$ cat config.mk
export PLATFORM = sky130hd
export DESIGN_NAME = isa_ddr_fetch_flat
export DESIGN_NICKNAME = d
export VERILOG_FILES = /design/src/rtl/isa_ddr_fetch_if.sv /design/src/rtl/isa_ddr_fetch.sv /design/src/flat_wrapper.sv
export SDC_FILE = /design/constraint.sdc
export NUM_CORES = 1
export LEC_CHECK = 0
export CAP_MARGIN = 20
export CORE_MARGIN = 2
export CORE_UTILIZATION = 39
export CTS_CLUSTER_DIAMETER = 50
export DETAILED_ROUTE_END_ITERATION = 7
export PLACE_DENSITY = 0.78
export SYNTH_ARGS = -nofsm -noshare
export SYNTH_HDL_FRONTEND = slang
export SYNTH_SLANG_ARGS = --single-unit
export TNS_END_PERCENT = 1
$ cat constraint.sdc
create_clock -name clk -period 2 [get_ports clk]
set_input_delay 0.4 -clock clk [delete_from_list [all_inputs] [get_ports clk]]
set_output_delay 0.4 -clock clk [all_outputs]
set_load 0.02 [all_outputs]
$ cat src/rtl/isa_ddr_fetch_if.sv
// Cache/DDR-facing signal bundle of the instruction fetch block.
// slave is the fetch block's view; master is the cache plus DDR controller side.
`timescale 1ns/1ps
interface isa_ddr_fetch_if #(
  parameter int DDR_ADDR_WIDTH = 28,
  parameter int DDR_DATA_WIDTH = 64,
  parameter int ISA_WIDTH      = 30
);
  logic                      ISA_read_req;
  logic [DDR_ADDR_WIDTH-1:0] ISA_read_addr;
  logic [9:0]                isa_read_len;
  logic [ISA_WIDTH-1:0]      instruction_to_cache;
  logic [9:0]                rd_cnt_isa;
  logic                      rd_burst_data_valid;
  logic                      ddr_rd_req;
  logic [DDR_ADDR_WIDTH-1:0] ddr_rd_addr;
  logic [9:0]                ddr_rd_len;
  logic                      ddr_rd_ack;
  logic [DDR_DATA_WIDTH-1:0] ddr_rd_data;
  logic                      ddr_rd_data_valid;
  logic                      fetch_busy;
  logic                      fetch_err;

  modport slave (
    input  ISA_read_req, ISA_read_addr, isa_read_len,
    input  ddr_rd_ack, ddr_rd_data, ddr_rd_data_valid,
    output instruction_to_cache, rd_cnt_isa, rd_burst_data_valid,
    output ddr_rd_req, ddr_rd_addr, ddr_rd_len, fetch_busy, fetch_err
  );

  modport master (
    output ISA_read_req, ISA_read_addr, isa_read_len,
    output ddr_rd_ack, ddr_rd_data, ddr_rd_data_valid,
    input  instruction_to_cache, rd_cnt_isa, rd_burst_data_valid,
    input  ddr_rd_req, ddr_rd_addr, ddr_rd_len, fetch_busy, fetch_err
  );
endinterface

$ cat src/rtl/isa_ddr_fetch.sv
// Converts a level-held instruction-load request into one DDR read burst and
// forwards each beat as an ISA word with a running count and valid strobe.
`timescale 1ns/1ps
module isa_ddr_fetch #(
  parameter int DDR_ADDR_WIDTH = 28,
  parameter int DDR_DATA_WIDTH = 64,
  parameter int ISA_WIDTH      = 30,
  parameter int MAX_BURST      = 128,
  parameter int ACK_TIMEOUT    = 1023
) (
  input logic           clk,
  input logic           rst,
  isa_ddr_fetch_if.slave bus
);

  localparam int              TMO_W    = $clog2(ACK_TIMEOUT + 1);
  localparam logic [TMO_W-1:0] TMO_LAST = TMO_W'(ACK_TIMEOUT - 1);
  localparam logic [9:0]       MAX_LEN  = 10'(MAX_BURST);

  typedef enum logic [2:0] {S_IDLE, S_REQ, S_DATA, S_DONE, S_DRAIN} state_e;

  state_e                    state_q;
  logic [9:0]                beat_q;
  logic [TMO_W-1:0]          tmo_q;
  logic                      req_q;
  logic [DDR_ADDR_WIDTH-1:0] addr_q;
  logic [9:0]                len_q;
  logic [ISA_WIDTH-1:0]      data_q;
  logic [9:0]                cnt_q;
  logic                      strobe_q;
  logic                      err_q;

  logic last_beat;
  assign last_beat = bus.ddr_rd_data_valid && ((beat_q + 10'd1) == len_q);

  // NOTE: every register here is written with <= so all updates in one edge
  // see the pre-edge values; blocking assignments would create ordering races.
  always_ff @(posedge clk) begin
    if (rst) begin
      state_q  <= S_IDLE;
      beat_q   <= '0;
      tmo_q    <= '0;
      req_q    <= 1'b0;
      addr_q   <= '0;
      len_q    <= '0;
      data_q   <= '0;
      cnt_q    <= '0;
      strobe_q <= 1'b0;
      err_q    <= 1'b0;
    end else begin
      // NOTE: defaulting the strobe first makes it a one-cycle pulse on every path.
      strobe_q <= 1'b0;
      case (state_q)
        S_IDLE: begin
          if (bus.ISA_read_req && (bus.isa_read_len != 10'd0)) begin
            addr_q  <= bus.ISA_read_addr;
            len_q   <= (bus.isa_read_len > MAX_LEN) ? MAX_LEN : bus.isa_read_len;
            cnt_q   <= '0;
            beat_q  <= '0;
            tmo_q   <= '0;
            req_q   <= 1'b1;
            state_q <= S_REQ;
          end
        end
        S_REQ: begin
          // An ack wins over a same-cycle abort: the burst is then owed to us
          // and is absorbed through DATA/DRAIN.
          if (bus.ddr_rd_ack) begin
            req_q   <= 1'b0;
            state_q <= S_DATA;
          end else if (!bus.ISA_read_req) begin
            req_q   <= 1'b0;
            state_q <= S_IDLE;
          end else if (tmo_q == TMO_LAST) begin
            err_q   <= 1'b1;
            req_q   <= 1'b0;
            state_q <= S_IDLE;
          end else begin
            tmo_q <= tmo_q + 1'b1;
          end
        end
        S_DATA: begin
          if (!bus.ISA_read_req) begin
            if (bus.ddr_rd_data_valid) beat_q <= beat_q + 10'd1;
            state_q <= last_beat ? S_IDLE : S_DRAIN;
          end else if (bus.ddr_rd_data_valid) begin
            data_q   <= bus.ddr_rd_data[ISA_WIDTH-1:0];
            cnt_q    <= cnt_q + 10'd1;
            strobe_q <= 1'b1;
            beat_q   <= beat_q + 10'd1;
            if (last_beat) state_q <= S_DONE;
          end
        end
        S_DRAIN: begin
          if (bus.ddr_rd_data_valid) begin
            beat_q <= beat_q + 10'd1;
            if (last_beat) state_q <= S_IDLE;
          end
        end
        S_DONE: begin
          if (!bus.ISA_read_req) state_q <= S_IDLE;
        end
        default: state_q <= S_IDLE;
      endcase
    end
  end

  assign bus.ddr_rd_req           = req_q;
  assign bus.ddr_rd_addr          = addr_q;
  assign bus.ddr_rd_len           = len_q;
  assign bus.instruction_to_cache = data_q;
  assign bus.rd_cnt_isa           = cnt_q;
  assign bus.rd_burst_data_valid  = strobe_q;
  assign bus.fetch_err            = err_q;
  assign bus.fetch_busy           = (state_q != S_IDLE);

  // Upper beat bits carry no instruction content.
  if (DDR_DATA_WIDTH > ISA_WIDTH) begin : g_hi_bits
    logic unused_hi;
    assign unused_hi = ^bus.ddr_rd_data[DDR_DATA_WIDTH-1:ISA_WIDTH];
  end

endmodule

$ cat src/flat_wrapper.sv
// flat-port wrapper written by rule: the top's interface ports become plain ports
module isa_ddr_fetch_flat 
#(
  parameter int DDR_ADDR_WIDTH = 28,
  parameter int DDR_DATA_WIDTH = 64,
  parameter int ISA_WIDTH      = 30,
  parameter int MAX_BURST      = 128,
  parameter int ACK_TIMEOUT    = 1023
)
  (clk, rst, bus_ISA_read_req, bus_ISA_read_addr, bus_isa_read_len, bus_ddr_rd_ack, bus_ddr_rd_data, bus_ddr_rd_data_valid, bus_instruction_to_cache, bus_rd_cnt_isa, bus_rd_burst_data_valid, bus_ddr_rd_req, bus_ddr_rd_addr, bus_ddr_rd_len, bus_fetch_busy, bus_fetch_err);
  isa_ddr_fetch_if #(.DDR_ADDR_WIDTH(DDR_ADDR_WIDTH), .DDR_DATA_WIDTH(DDR_DATA_WIDTH), .ISA_WIDTH(ISA_WIDTH)) bus_i ();
  input logic clk;
  input logic rst;
  input wire logic [$bits(bus_i.ISA_read_req)-1:0] bus_ISA_read_req;
  input wire logic [$bits(bus_i.ISA_read_addr)-1:0] bus_ISA_read_addr;
  input wire logic [$bits(bus_i.isa_read_len)-1:0] bus_isa_read_len;
  input wire logic [$bits(bus_i.ddr_rd_ack)-1:0] bus_ddr_rd_ack;
  input wire logic [$bits(bus_i.ddr_rd_data)-1:0] bus_ddr_rd_data;
  input wire logic [$bits(bus_i.ddr_rd_data_valid)-1:0] bus_ddr_rd_data_valid;
  output wire logic [$bits(bus_i.instruction_to_cache)-1:0] bus_instruction_to_cache;
  output wire logic [$bits(bus_i.rd_cnt_isa)-1:0] bus_rd_cnt_isa;
  output wire logic [$bits(bus_i.rd_burst_data_valid)-1:0] bus_rd_burst_data_valid;
  output wire logic [$bits(bus_i.ddr_rd_req)-1:0] bus_ddr_rd_req;
  output wire logic [$bits(bus_i.ddr_rd_addr)-1:0] bus_ddr_rd_addr;
  output wire logic [$bits(bus_i.ddr_rd_len)-1:0] bus_ddr_rd_len;
  output wire logic [$bits(bus_i.fetch_busy)-1:0] bus_fetch_busy;
  output wire logic [$bits(bus_i.fetch_err)-1:0] bus_fetch_err;
  assign bus_i.ISA_read_req = bus_ISA_read_req;
  assign bus_i.ISA_read_addr = bus_ISA_read_addr;
  assign bus_i.isa_read_len = bus_isa_read_len;
  assign bus_i.ddr_rd_ack = bus_ddr_rd_ack;
  assign bus_i.ddr_rd_data = bus_ddr_rd_data;
  assign bus_i.ddr_rd_data_valid = bus_ddr_rd_data_valid;
  assign bus_instruction_to_cache = bus_i.instruction_to_cache;
  assign bus_rd_cnt_isa = bus_i.rd_cnt_isa;
  assign bus_rd_burst_data_valid = bus_i.rd_burst_data_valid;
  assign bus_ddr_rd_req = bus_i.ddr_rd_req;
  assign bus_ddr_rd_addr = bus_i.ddr_rd_addr;
  assign bus_ddr_rd_len = bus_i.ddr_rd_len;
  assign bus_fetch_busy = bus_i.fetch_busy;
  assign bus_fetch_err = bus_i.fetch_err;
  isa_ddr_fetch #(.DDR_ADDR_WIDTH(DDR_ADDR_WIDTH), .DDR_DATA_WIDTH(DDR_DATA_WIDTH), .ISA_WIDTH(ISA_WIDTH), .MAX_BURST(MAX_BURST), .ACK_TIMEOUT(ACK_TIMEOUT)) u_core (.clk(clk), .rst(rst), .bus(bus_i));
endmodule
==> flow_summary.ini, run 1 <==
[run_status]
status = finished with violations
violations = setup timing

[job]
maxCapViolCount = 0

[global_routing]
grt_max_degree = 44
grt_pass1_vias = 4655
grt_pass1_wl_um = 21300
busiest_layer = met2
grt_util_met1_pct = 22.9
grt.met3_usage_pct = 7.02
track_usage_pct = 20.8
grt_util_met2_pct = 37.4
overflow = 0
antenna_found_initial = 0

[power_and_ir_drop]
power_switching_mw = 1.97
clock_power_share_pct = 28.7
leakagePower_nw = 2.57
p_int_mw = 4.10
power_density_nw_per_um2 = 862
switching_share_pct = 32.4
irDropWorstVdd_uv = 890
combPwrFrac_pct = 32.1
seqPwrFrac_pct = 39.1
finalPower_mw = 6.06

[floorplanning]
num_rows = 39
ios = 189
start_util_pct = 39.7
die_h_um = 112
die_area_um2 = 12400
die_x_um = 112
coreArea_um2 = 11400

[finish]
final_area_um2 = 7030
instances_no_fill = 900
final_util_pct = 61.9
nFillCells = 960
syn_to_final_growth_pct = 56.0
antenna_cells = 0
drive_above_1_share_pct = 16.8
layout.nets = 863

[setup_path]
rr_worst_depth = 8
reg2reg_to = u_core.state_q[1]
r2r_setup_slack_ns = -0.16
path_class = reg -> reg
startpoint_type = flip-flop
required_ns = 2.26
worstPathArrival_ns = 2.42
timing.rr.start = u_core.beat_q[0]
crit_fanout = 5
endpoint_kind = flip-flop

[hold_path]
min_path_type = in -> reg
hold_depth = 2
min_from = rst
hold_end = u_core.bus.ddr_rd_addr[17]

[timing]
post-route-period-util_pct = 108
finalSetupViolCount = 3
fmaxAchievable_ghz = 0.463
slew_violations = 0
period_needed_ns = 2.16
fin_skew_ns = 0.00937
worst_slack_ns = -0.159
worst_pin_slew_ns = 0.604
rsz0062_at_grt = true
hold_viol = 0
tns_ns = -0.252
slew-limit-headroom_pct = 59.4

[synth]
synth_fp_nets = 667
synth_top_flop_cell = dfxtp_1
syn-mean-instance-area_um2 = 8.11
synth_warnings = 0
postSynth.asyncResetShare_pct = 0
synth_common_cells = 139 x nand2_1, 104 x dfxtp_1, 78 x a21oi_1, 38 x nor2_1, 21 x clkbuf_1
synth_largest_area_cell = dfxtp_1
synthTopCellsByArea = dfxtp_1 46%, nand2_1 12%, a21oi_1 8.7%
synth_edf_count = 0
synthCells = 556
yosysTopAreaCellShare_pct = 46.2
ys_ff_latch = 104
yosys.cell_count.top_type = nand2_1
syn_area_um2 = 4510
ys_types = 50
yosysSeqAreaShare_pct = 46.2

[clock_tree]
clock_sinks = 104
root_buffer = clkbuf_16
cts_tree = built
clock_latency_ns = 0.35
clk_pin_slew_worst_paths_ns = 0.07
clk_path_buf_depth = 2
h-tree-depth = 3
cts_buffers = 9

[routing]
drtIter0Drc = 140
drt_wl_total_um = 12900
wl_per_cell_um = 14.4
vias_per_cell = 5.04
drc = 0
vias = 4533
ant_nets = 0
first_pass_iters = 5

[place]
io_buffers = 154
placed_cell_area_um2 = 6600
dp_hpwl_um = 9790
place_inst = 884
place.gp.congestion = 0.896
layout make-up:
class	count	area, um2	area share, %
clock inverter	4	33.8	0.480
timing repair buffer	222	2090	29.7
multi-input combinational	406	2340	33.2
inverter	9	33.8	0.480
sequential	104	2090	29.8
tap	143	179	2.54
clock buffer	12	267	3.79
critical path, stage by stage, from the launching register on:
cell	delay (ns)
dfxtp_4	0.38
ha_4	0.17
and2_4	0.17
nand4_4	0.08
mux2_4	0.31
o22a_1	0.19
nor4_4	0.42
o22ai_2	0.15
a311oi_2	0.21
cell usage in the layout (no fill, tap or decap), types with 6 or more instances in the layout:
cell	count
clkdlybuf4s50_1	145
nand2_1	138
dfxtp_1	98
a21oi_1	77
buf_4	64
nor2_1	38
nand3_1	14
xnor2_1	12
xor2_1	11
o21ai_0	10
clkbuf_16	9
inv_1	8
nor3_1	8
or3_1	8
nand4_1	7
nand2b_1	6
through the flow:
step	hold WS (ns)	worst slack, ns
2_1_floorplan	0.469	-0.0195
3_3_place_gp	0.442	-0.557
3_5_place_dp	0.447	-0.636
4_1_cts	0.395	-0.208
5_1_grt	0.405	-0.253
6_report	0.410	-0.159
how the worst max path moves through the flow:
stage	cells after the start	to	startpoint
3_5_place_dp	8	u_core.beat_q[8]	bus_isa_read_len[2]
2_1_floorplan	8	u_core.state_q[1]	u_core.beat_q[0]
5_1_grt	7	u_core.state_q[1]	u_core.beat_q[2]
6_report	8	u_core.state_q[1]	u_core.beat_q[0]
3_3_place_gp	9	u_core.tmo_q[4]	bus_isa_read_len[2]
4_1_cts	8	u_core.state_q[1]	u_core.beat_q[0]
cells by family (layout without fill, tap and decap cells):
| kind of cell | Yosys count | after routing | share of synthesized area [%] |
|---|---|---|---|
| multiplexers | 6 | 6 | 1.61 |
| AND/OR/NAND/NOR | 247 | 247 | 24.9 |
| XOR/XNOR | 26 | 26 | 5.05 |
| AO/OA/AOI/OAI | 122 | 122 | 15.8 |
| buffers and inverters | 46 | 247 | 5.08 |
| adder cells (fa/ha/maj) | 5 | 5 | 1.33 |
| flip-flops | 104 | 104 | 46.2 |
routing by layer:
layer | part of all wire, % | up-vias
li1 | - | 2278
met1 | 40 | 2127
met2 | 52 | 103
met3 | 5.6 | 25
met4 | 2.4 | 0
met5 | 0 | -
power by group through the flow:
stage	clock, mW	sequential [mW]	combinational [mW]
6_report	1.74	2.37	1.95
5_1_grt	1.88	2.39	2.11
4_1_cts	1.79	2.37	1.92
3_5_place_dp	0	2.41	1.88
3_3_place_gp	0	2.40	1.84
2_1_floorplan	0	2.56	0.848
flip-flops by register name, indices dropped and copies added, names as in the netlist:
signal / count
u_core.bus.fetch_err: 1
u_core.bus.ddr_rd_len: 10
u_core.bus.instruction_to_cache: 30
u_core.beat_q: 10
u_core.bus.rd_burst_data_valid: 1
u_core.bus.rd_cnt_isa: 10
u_core.tmo_q: 10
u_core.bus.ddr_rd_addr: 28
u_core.bus.ddr_rd_req: 1
u_core.state_q: 3
timing repair:
| action | in CTS | in global routing |
|---|---|---|
| buffers inserted | 0 | 0 |
| hold buffers | 0 | 0 |
| endpoints found under the setup margin | 100 | 91 |
| resized for setup | 27 | 15 |
| pin swaps | 7 | 4 |
| cloned | 0 | 0 |
No activity file was read; power rests on OpenSTA's default activity.
==> run 2, diff against run 1 <==
- TNS_END_PERCENT: 1 -> unset
==> flow_summary.ini, run 2 (synthesized netlist as in run 1, its figures left out) <==
[setup_path]
rr_worst_depth = 9
crit_slowest_cell = nor4_4
crit_fanout = 5
timing.rr.start = u_core.beat_q[1]
startpoint = u_core.beat_q[1]
r2r_setup_slack_ns = -0.11
startpoint_type = flip-flop
required_ns = 2.28
max_stage_delay_ns = 0.40
path_class = reg -> reg
crit_chain = ha_4 > and2_4 > nand4_4 > mux2_4 > o22a_1 > nor4_4 > buf_4 > o21ai_2 > a21oi_1
endpoint_kind = flip-flop
worstPathArrival_ns = 2.39

[power_and_ir_drop]
switching_share_pct = 32.5
leakagePower_nw = 2.70
power_density_nw_per_um2 = 860
irDropWorstVdd_uv = 892
seqPwrFrac_pct = 38.3
p_int_mw = 4.19
clock_power_share_pct = 28.0
finalPower_mw = 6.20
combPwrFrac_pct = 33.7
power_switching_mw = 2.02

[run_status]
violations = setup timing
status = finished with violations

[place]
io_buffers = 154
dp_hpwl_um = 9790
place.gp.congestion = 0.896
placed_cell_area_um2 = 6600
dp_slack_ns = -0.636

[finish]
syn_to_final_growth_pct = 59.9
nFillCells = 944
layout.nets = 871
largest_reg_flops = 30
antenna_cells = 0
final_area_um2 = 7210
final_common_cell = clkdlybuf4s50_1
mostFrequentLayoutCells = 140 x clkdlybuf4s50_1, 137 x nand2_1, 98 x dfxtp_1
drive_above_1_share_pct = 18.8
final_util_pct = 63.4

[timing]
fin_skew_ns = 0.00888
fin_hold_ws_ns = 0.379
post-route-period-util_pct = 105
hold_viol = 0
slew_violations = 0
period_needed_ns = 2.11
rsz0062_at_grt = true
finalSetupViolCount = 3
fmaxAchievable_ghz = 0.474
worst_slack_ns = -0.109
worst_pin_slew_ns = 0.601
slew-limit-headroom_pct = 59.7

[clock_tree]
cts_buffers = 9
clk_path_buf_depth = 2
cts_tree = built
clock_latency_ns = 0.35
h-tree-depth = 3
postCtsHoldBufs = 0
clk_pin_slew_worst_paths_ns = 0.07
root_buffer = clkbuf_16
clock_sinks = 104

[floorplanning]
coreArea_um2 = 11400
die_area_um2 = 12400
num_rows = 39
die_h_um = 112
start_util_pct = 39.7
die_x_um = 112
ios = 189

[routing]
ant_nets = 0
drt_wl_total_um = 13500
drtIter0Drc = 159
drc = 0
vias = 4645
vias_per_cell = 5.12
first_pass_iters = 4
wl_per_cell_um = 14.9

[global_routing]
grt_pass1_vias = 4691
grt.met3_usage_pct = 6.97
overflow = 0
grt_max_degree = 44
track_usage_pct = 21.1
antenna_found_initial = 0
grt_util_met1_pct = 23.0
busiest_layer = met2
grt_pass1_wl_um = 21600
grt_util_met2_pct = 38.5

[job]
maxCapViolCount = 0

[hold_path]
hold_depth = 3
min_from = bus_isa_read_len[3]
min_path_type = in -> reg
==> run 2: cell types whose count changed in the layout (fill, tap and decap cells not counted), moves of 2 or more <==
cell / change
nor3_1: -2
nor3_2: +2
buf_4: +5
clkdlybuf4s50_1: -5
dlymetal6s2s_1: +5
clkbuf_16: +2
==> run 2: per-layer routing <==
metal / share of wire, % / up-vias
li1: - / 2293
met1: 40 / 2218
met2: 53 / 115
met3: 5.2 / 19
met4: 1.9 / 0
met5: 0 / -
==> run 2: worst max-delay path: cells and delay by family, from the launching register on <==
family | cells | cell delay [ns]
flops | 1 | 0.37
simple gates | 3 | 0.65
compound gates | 3 | 0.35
buf+inv | 1 | 0.19
fa+ha+maj | 1 | 0.17
mux | 1 | 0.31
==> run 2: area by class of cell <==
type / instances / area [um2] / share of cell area, %
clock buffer: 12 / 267 / 3.70
clock inverter: 4 / 33.8 / 0.468
inverter: 9 / 33.8 / 0.468
multi-input combinational: 406 / 2400 / 33.3
sequential: 104 / 2090 / 29.0
tap: 143 / 179 / 2.48
timing repair buffer: 230 / 2200 / 30.5
==> run 2: worst paths after layout <==
path                                              endpoint
worst max-delay path                     u_core.state_q[0]
worst min-delay path              u_core.bus.ddr_rd_len[3]
worst max register to register           u_core.state_q[0]
worst min register to register  u_core.bus.ddr_rd_addr[15]
==> run 2: stage by stage <==
stage               std cells  TNS [ns]
detailed placement        884    -47.08
finish                    908    -0.245
CTS                       902    -0.317
global placement          884    -42.41
floorplan                 556   -0.0195
global route              908    -0.527
==> run 2: repair_timing <==
action / in CTS / in global routing
pin swaps: 12 / 14
setup endpoints to repair: 100 / 92
resized for setup: 35 / 26
setup buffers: 2 / 4
cloned: 0 / 2
==> run 2: power by group through the flow <==
| stage | Sequential, mW | Combinational, mW | Clock (mW) |
|---|---|---|---|
| floorplan | 2.56 | 0.848 | 0 |
| global placement | 2.40 | 1.84 | 0 |
| detailed placement | 2.41 | 1.88 | 0 |
| CTS | 2.37 | 1.94 | 1.79 |
| global route | 2.39 | 2.26 | 1.87 |
| finish | 2.37 | 2.09 | 1.74 |
==> run 3, diff against run 2 <==
- ABC_AREA: unset -> 0
==> results of run 3 <==
Final layout, timing and power as in run 2 (identical DEF).
